--- config.mk ---
export PLATFORM = sky130hd
export DESIGN_NAME = alu_seq_resp
export DESIGN_NICKNAME = d
export VERILOG_FILES = /design/src/rtl/alu_pkg.sv /design/src/rtl/alu_fifo.sv /design/src/rtl/alu_seq_resp.sv
export SDC_FILE = /design/constraint.sdc
export NUM_CORES = 1
export LEC_CHECK = 0
export ABC_AREA = 1
export BUFFER_PORTS_ARGS = -buffer_cell sky130_fd_sc_hd__buf_4
export CORE_UTILIZATION = 35
export CTS_CLUSTER_SIZE = 24
export DETAILED_ROUTE_END_ITERATION = 12
export PLACE_DENSITY = 0.51
export SLEW_MARGIN = 20
export SYNTH_ARGS = -nofsm -noshare
export SYNTH_HDL_FRONTEND = slang
export SYNTH_HIERARCHICAL = 1
export SYNTH_SLANG_ARGS = --single-unit
export TNS_END_PERCENT = 1
--- constraint.sdc ---
create_clock -name clk -period 2.5 [get_ports clk]
set_input_delay 0.5 -clock clk [delete_from_list [all_inputs] [get_ports clk]]
set_output_delay 0.5 -clock clk [all_outputs]
set_load 0.02 [all_outputs]
--- src/rtl/alu_pkg.sv ---
// Shared types and constants for the streamed ALU responder (alu_seq_resp).
package alu_pkg;

    localparam int A_W   = 8;
    localparam int C_W   = 5;
    localparam int RES_W = 9;
    localparam int MUL_W = A_W + C_W;

    localparam logic [1:0] OP_ADD = 2'b00;
    localparam logic [1:0] OP_SUB = 2'b01;
    localparam logic [1:0] OP_MUL = 2'b10;
    localparam logic [1:0] OP_MAX = 2'b11;

    typedef enum logic [1:0] {
        ST_IDLE = 2'b00,
        ST_EXEC = 2'b01,
        ST_MUL  = 2'b10,
        ST_HOLD = 2'b11
    } state_t;

    typedef struct packed {
        logic [1:0]     sel;
        logic [C_W-1:0] c;
        logic [A_W-1:0] b;
        logic [A_W-1:0] a;
    } op_vec_t;

endpackage

--- src/rtl/alu_fifo.sv ---
// Operand-vector FIFO: push/pop with full/empty, async active-high reset.
module alu_fifo #(
    parameter int DEPTH = 4,
    parameter int WIDTH = 23
) (
    input  logic             clk,
    input  logic             rst,
    input  logic             i_push,
    input  logic             i_pop,
    input  logic [WIDTH-1:0] i_data,
    output logic [WIDTH-1:0] o_data,
    output logic             o_full,
    output logic             o_empty
);
    localparam int PTR_W = $clog2(DEPTH);

    logic [WIDTH-1:0] r_mem [DEPTH];
    logic [PTR_W-1:0] r_wr_ptr;
    logic [PTR_W-1:0] r_rd_ptr;
    logic [PTR_W:0]   r_count;
    logic             w_push;
    logic             w_pop;

    assign o_full  = (r_count == (PTR_W+1)'(DEPTH));
    assign o_empty = (r_count == '0);
    assign w_push  = i_push & ~o_full;
    assign w_pop   = i_pop & ~o_empty;
    assign o_data  = r_mem[r_rd_ptr];

    always_ff @(posedge clk or posedge rst) begin
        if (rst) begin
            r_wr_ptr <= '0;
            r_rd_ptr <= '0;
            r_count  <= '0;
        end else begin
            if (w_push) r_wr_ptr <= r_wr_ptr + PTR_W'(1);
            if (w_pop)  r_rd_ptr <= r_rd_ptr + PTR_W'(1);
            case ({w_push, w_pop})
                2'b10:   r_count <= r_count + (PTR_W+1)'(1);
                2'b01:   r_count <= r_count - (PTR_W+1)'(1);
                default: r_count <= r_count;
            endcase
        end
    end

    // Storage needs no reset: occupancy alone decides what is valid.
    always_ff @(posedge clk) begin
        if (w_push) r_mem[r_wr_ptr] <= i_data;
    end

endmodule

--- src/rtl/alu_seq_resp.sv ---
// Streamed ALU responder: queued operands, single-cycle or shift-add results, req/ack output.
// Define ALU_CNT_EN to add the res_cnt accepted-result counter.
module alu_seq_resp
    import alu_pkg::*;
#(
    parameter int FIFO_DEPTH = 4,
    parameter int MUL_STEPS  = 5
) (
    input  logic             clk,
    input  logic             rst,
    input  logic             en,
    input  logic [A_W-1:0]   A,
    input  logic [A_W-1:0]   B,
    input  logic [C_W-1:0]   C,
    input  logic [1:0]       sel,
    output logic             full,
    output logic             ovr,
    output logic [RES_W-1:0] alu,
    output logic             req,
    input  logic             ack
`ifdef ALU_CNT_EN
    ,output logic [15:0]     res_cnt
`endif
);
    localparam int CNT_W = $clog2(MUL_STEPS);
    localparam logic [CNT_W-1:0] LAST_STEP = CNT_W'(MUL_STEPS - 1);

    state_t           r_state;
    state_t           w_state_nxt;
    op_vec_t          r_op;
    op_vec_t          w_fifo_in;
    op_vec_t          w_fifo_out;
    logic             w_full;
    logic             w_empty;
    logic             w_pop;
    logic             w_accept;
    logic [CNT_W-1:0] r_cnt;
    logic [MUL_W-1:0] r_acc;
    logic [MUL_W-1:0] w_addend;
    logic [MUL_W-1:0] w_acc_nxt;
    logic [RES_W-1:0] w_res;
    logic [RES_W-1:0] r_alu;
    logic             r_req;
    logic             r_ovr;

    assign w_fifo_in = '{sel: sel, c: C, b: B, a: A};

    alu_fifo #(
        .DEPTH (FIFO_DEPTH),
        .WIDTH ($bits(op_vec_t))
    ) u_fifo (
        .clk     (clk),
        .rst     (rst),
        .i_push  (en),
        .i_pop   (w_pop),
        .i_data  (w_fifo_in),
        .o_data  (w_fifo_out),
        .o_full  (w_full),
        .o_empty (w_empty)
    );

    assign full = w_full;
    assign ovr  = r_ovr;
    assign alu  = r_alu;
    assign req  = r_req;

    always_comb begin
        w_res = '0;
        case (r_op.sel)
            OP_ADD:  w_res = {1'b0, r_op.a} + {1'b0, r_op.b};
            OP_SUB:  w_res = {1'b0, r_op.a} - {1'b0, r_op.b};
            OP_MAX:  w_res = {(r_op.a == r_op.b), (r_op.a >= r_op.b) ? r_op.a : r_op.b};
            default: w_res = '0;
        endcase
    end

    assign w_addend  = r_op.c[r_cnt] ? (MUL_W'(r_op.a) << r_cnt) : '0;
    assign w_acc_nxt = r_acc + w_addend;

    always_ff @(posedge clk or posedge rst) begin
        if (rst) r_state <= ST_IDLE;
        else     r_state <= w_state_nxt;
    end

    always_comb begin
        w_state_nxt = r_state;
        w_pop       = 1'b0;
        w_accept    = 1'b0;
        case (r_state)
            ST_IDLE: begin
                if (!w_empty) begin
                    w_pop       = 1'b1;
                    w_state_nxt = (w_fifo_out.sel == OP_MUL) ? ST_MUL : ST_EXEC;
                end
            end
            ST_EXEC: w_state_nxt = ST_HOLD;
            ST_MUL:  if (r_cnt == LAST_STEP) w_state_nxt = ST_HOLD;
            ST_HOLD: begin
                if (ack) begin
                    w_accept    = 1'b1;
                    w_state_nxt = ST_IDLE;
                end
            end
            default: w_state_nxt = ST_IDLE;
        endcase
    end

    always_ff @(posedge clk or posedge rst) begin
        if (rst) begin
            r_op  <= '0;
            r_cnt <= '0;
            r_acc <= '0;
            r_alu <= '0;
            r_req <= 1'b0;
            r_ovr <= 1'b0;
        end else begin
            // full is pre-pop occupancy, so a same-cycle pop never rescues the strobe
            if (en && w_full) r_ovr <= 1'b1;
            if (w_pop) begin
                r_op  <= w_fifo_out;
                r_cnt <= '0;
                r_acc <= '0;
            end
            case (r_state)
                ST_EXEC: begin
                    r_alu <= w_res;
                    r_req <= 1'b1;
                end
                ST_MUL: begin
                    r_acc <= w_acc_nxt;
                    if (r_cnt == LAST_STEP) begin
                        r_alu <= w_acc_nxt[RES_W-1:0];
                        r_req <= 1'b1;
                    end else begin
                        r_cnt <= r_cnt + CNT_W'(1);
                    end
                end
                ST_HOLD: if (w_accept) r_req <= 1'b0;
                default: ;
            endcase
        end
    end

`ifdef ALU_CNT_EN
    logic [15:0] r_res_cnt;

    always_ff @(posedge clk or posedge rst) begin
        if (rst)           r_res_cnt <= '0;
        else if (w_accept) r_res_cnt <= r_res_cnt + 16'd1;
    end

    assign res_cnt = r_res_cnt;
`endif

endmodule
==> implementation parameters <==
Parameter                              Value

Yosys
  Proportion of netlist area held by the largest area contributor    34.5%
  Most area-consuming cells after synthesis    sky130_fd_sc_hd__edfxtp_1, sky130_fd_sc_hd__dfrtp_1, sky130_fd_sc_hd__nand2_1
  Largest area contributor in the synthesized netlist    sky130_fd_sc_hd__edfxtp_1
  Synthesized netlist cell count    876
  Number of nets in the synthesized netlist    943
  Per-instance average area after synthesis    9.14 um2
  Top post-synthesis cells by count    sky130_fd_sc_hd__nand2_1, sky130_fd_sc_hd__inv_1, sky130_fd_sc_hd__edfxtp_1, sky130_fd_sc_hd__nand3_1, sky130_fd_sc_hd__dfrtp_1
  #FFs+latches synth    147
  Count of flip-flops with a built-in enable after synthesis    92
  Number of warnings reported in the yosys synthesis log    6
  Number of different library cells in the post-synthesis netlist    42
  Most repeated cell in the gate-level netlist after synthesis    sky130_fd_sc_hd__nand2_1
  Post-Syn Area    8010 um2
  Most frequently used flop master after synthesis    sky130_fd_sc_hd__edfxtp_1
  Async SR Flop Fraction    37.4%
  Seq/Total Area, Yosys    51.7%

Status
  Run status    complete, no violations

Pwr
  Part of the total power dissipated in combinational logic    52.9%
  Largest vdd supply drop    823 uV
  Sw power    0.00634 W
  Switching share of total power    46.4%
  Leak Pwr    4.30 nW
  Power density normalized to cell area    1450 nW/um2
  Clock power share    19.4%
  Sequential power share    27.7%
  Internal power contribution    0.00733 W

Placement
  Total cell area at the placement stage    8580 um2
  Port buffer count    38
  Final estimated routing congestion in global placement    0.895
  DPL Wire Length    12,800 um
  Placed Instances    1,178

CTS
  H-tree depth reported by CTS    4
  Worst-case clock buffer depth    2
  CTS Buf Count    17
  Root Buffer Master    sky130_fd_sc_hd__clkbuf_16
  Clock-pin slew on the worst setup and hold paths    0.07 ns
  Number of clock sinks    147
  # hold bufs at CTS    0
  TritonCTS clock tree    done
  Clock latency of the later-clocked register in the worst-skew pair    0.43 ns

Final layout
  Ratio of cells with drive above 1 in the final layout    20.1%
  Final standard cell utilization of the core    42.7%
  Area growth from synthesis to layout    18.1%
  Area of all placed cells without fillers    9460 um2
  Diode insertion count for antenna repair    0
  Net count, final    992
  Number of inserted filler cells in the final layout    2,186
  Number of standard cells in the layout, taps in and fillers out    1,218

Floorplanning
  I/O Pins    39
  Die height    153 um
  Die Footprint    23,500 um2
  Initial Util    36.1%
  Placeable core area    22,200 um2
  # rows    54
  Die Width    153 um

STA
  Headroom to the max-slew limit    66.2%
  Maximum clock rate    417 MHz
  Final hold viol count    0
  Portion of the clock cycle consumed by the worst path in the final layout    95.9%
  Actual slew at the worst max-slew pin    0.507 ns
  Total Negative Setup Slacks    0 ns
  Hold Slack    0.0206 ns
  Final setup violation count    0
  Clock period minus worst slack    2.40 ns
  RSZ-0062 raised after global routing    yes
  Final max-slew violation count    0
  Clock tree skew after final layout    0.0142 ns

Global routing
  Overall Global Routing Usage    16.7%
  First-pass GRT wire length    30,500 um
  Global-route congestion overflow total    0
  Maximum number of pins on one net before global-route repair    73
  Number of global-route vias before repair    5,696
  Antenna violations before repair    0

Detailed routing
  Remaining routing DRC violations    0
  DR vias/cell    4.87
  Post-detailed-route wirelength per cell    15.5 um
  Detailed Route Iter0 Violations    304
  Total routed wirelength    18,900 um
  Vias after detailed routing    5,934
  Remaining number of nets flagged by the antenna check after routing    0
  Pre-Repair DR Iteration Count    5

Setup path
  Crit. End Element    flip-flop
  Terminus of the critical flop-to-flop path    alu[7]
  RR Startpoint    r_cnt[0]
  Logic depth of the worst register-to-register path    17
  Flop2flop setup slack    0.10 ns
  Critical Path Source Type    flip-flop
  Arrival time worst endpoint    2.75 ns
  Max FO, Critical Path    7
  Data required time at the worst endpoint    2.85 ns
  Setup CP Type    reg2reg

Min path
  Min-Delay Path Class    in2async

Job
  Number of max-capacitance violations reported    0
-- registers in the layout, indices dropped and copies added, names as in the netlist --
name	count
alu	9
u_fifo/r_count	3
u_fifo/r_mem	92
u_fifo/r_rd_ptr	2
u_fifo/r_wr_ptr	2
r_cnt	3
r_op	23
r_state	2
req	1
ovr	1
r_acc	9
-- metal layers --
layer | vias up | global-route usage, % | part of all wire [%]
li1 | 3017 | - | -
met1 | 2795 | 23.0 | 49
met2 | 104 | 26.5 | 46
met3 | 18 | 3.29 | 3.3
met4 | 0 | 4.81 | 1.5
met5 | - | 0 | 0
-- cell families after synthesis --
logic type / after synthesis / share of synthesized area (%)
compound gates: 141 / 11.3
xor+xnor: 3 / 0.328
fa+ha+maj: 40 / 6.62
buf+inv: 170 / 9.68
flops: 147 / 51.7
simple gates: 375 / 20.4
-- critical path, cell delays in order, from the launching register on --
cell,delay [ns]
sky130_fd_sc_hd__dfrtp_2,0.45
sky130_fd_sc_hd__buf_12,0.16
sky130_fd_sc_hd__buf_4,0.14
sky130_fd_sc_hd__nand2_1,0.07
sky130_fd_sc_hd__o21ai_1,0.09
sky130_fd_sc_hd__o211ai_1,0.16
sky130_fd_sc_hd__o21ai_1,0.09
sky130_fd_sc_hd__nand2_1,0.07
sky130_fd_sc_hd__inv_2,0.05
sky130_fd_sc_hd__ha_4,0.23
sky130_fd_sc_hd__a21oi_2,0.12
sky130_fd_sc_hd__a21boi_2,0.17
sky130_fd_sc_hd__nand2_1,0.08
sky130_fd_sc_hd__xor2_1,0.13
sky130_fd_sc_hd__nand2_1,0.09
sky130_fd_sc_hd__nand2_1,0.06
sky130_fd_sc_hd__inv_1,0.05
sky130_fd_sc_hd__a21oi_2,0.12
-- placed cells by master, fill, tap and decap left out, types with 5 or more instances in the layout --
cell type / netlist / final
sky130_fd_sc_hd__nand2_1: 222 / 216
sky130_fd_sc_hd__inv_1: 117 / 114
sky130_fd_sc_hd__edfxtp_1: 92 / 92
sky130_fd_sc_hd__nand3_1: 77 / 71
sky130_fd_sc_hd__buf_4: 6 / 61
sky130_fd_sc_hd__dfrtp_1: 55 / 54
sky130_fd_sc_hd__o211ai_1: 49 / 49
sky130_fd_sc_hd__o21ai_0: 39 / 34
sky130_fd_sc_hd__nor2_1: 38 / 31
sky130_fd_sc_hd__ha_1: 36 / 30
sky130_fd_sc_hd__nand2_2: 14 / 18
sky130_fd_sc_hd__inv_2: 15 / 18
sky130_fd_sc_hd__clkbuf_16: 0 / 18
sky130_fd_sc_hd__a21oi_1: 21 / 17
sky130_fd_sc_hd__a21oi_2: 11 / 14
sky130_fd_sc_hd__nand4_1: 13 / 13
sky130_fd_sc_hd__o21ai_1: 7 / 11
sky130_fd_sc_hd__nor2_2: 1 / 8
sky130_fd_sc_hd__nand3_2: 2 / 7
sky130_fd_sc_hd__inv_8: 0 / 5
-- per-stage QoR --
step | total power [W] | worst slack, ns
after floorplan | 0.00893 | 0.0643
after global placement | 0.0105 | 0.0679
after detailed placement | 0.0106 | 0.00243
after CTS | 0.0133 | 0.00213
after global routing | 0.0148 | -0.0245
final | 0.0137 | 0.103
-- power groups by stage --
stage / registers [W] / logic (W) / clock network, W
after global placement: 0.00380 / 0.00674 / 0
after floorplan: 0.00380 / 0.00513 / 0
after CTS: 0.00376 / 0.00681 / 0.00272
after global routing: 0.00386 / 0.00815 / 0.00282
final: 0.00378 / 0.00724 / 0.00266
after detailed placement: 0.00381 / 0.00677 / 0
-- worst max-delay path by stage --
| stage | from | end | depth (start not counted) |
|---|---|---|---|
| after detailed placement | r_cnt[0] | alu[8] | 16 |
| after global placement | r_cnt[0] | r_acc[8] | 14 |
| final | r_cnt[0] | alu[7] | 17 |
| after floorplan | r_state[0] | u_fifo/r_count[2] | 15 |
| after global routing | r_cnt[0] | alu[7] | 17 |
| after CTS | r_cnt[0] | alu[8] | 17 |
-- final cells by class --
| class | count | area, um2 | area share (%) |
|---|---|---|---|
| clock inverters | 15 | 181 | 1.92 |
| inverters | 135 | 527 | 5.57 |
| flip-flops and latches | 147 | 4140 | 43.8 |
| repair buffers | 65 | 543 | 5.74 |
| clock buffers | 17 | 425 | 4.50 |
| multi-input cells | 559 | 3290 | 34.8 |
| well taps | 280 | 350 | 3.70 |
-- timing repair --
action	4_1_cts	5_1_grt
setup buffers	0	7
gates resized for setup	2	47
endpoints found under the hold margin	0	0
cloned	0	1
setup endpoints to repair	2	9
pin swaps	0	13
Power figures use the tool's default switching activity.
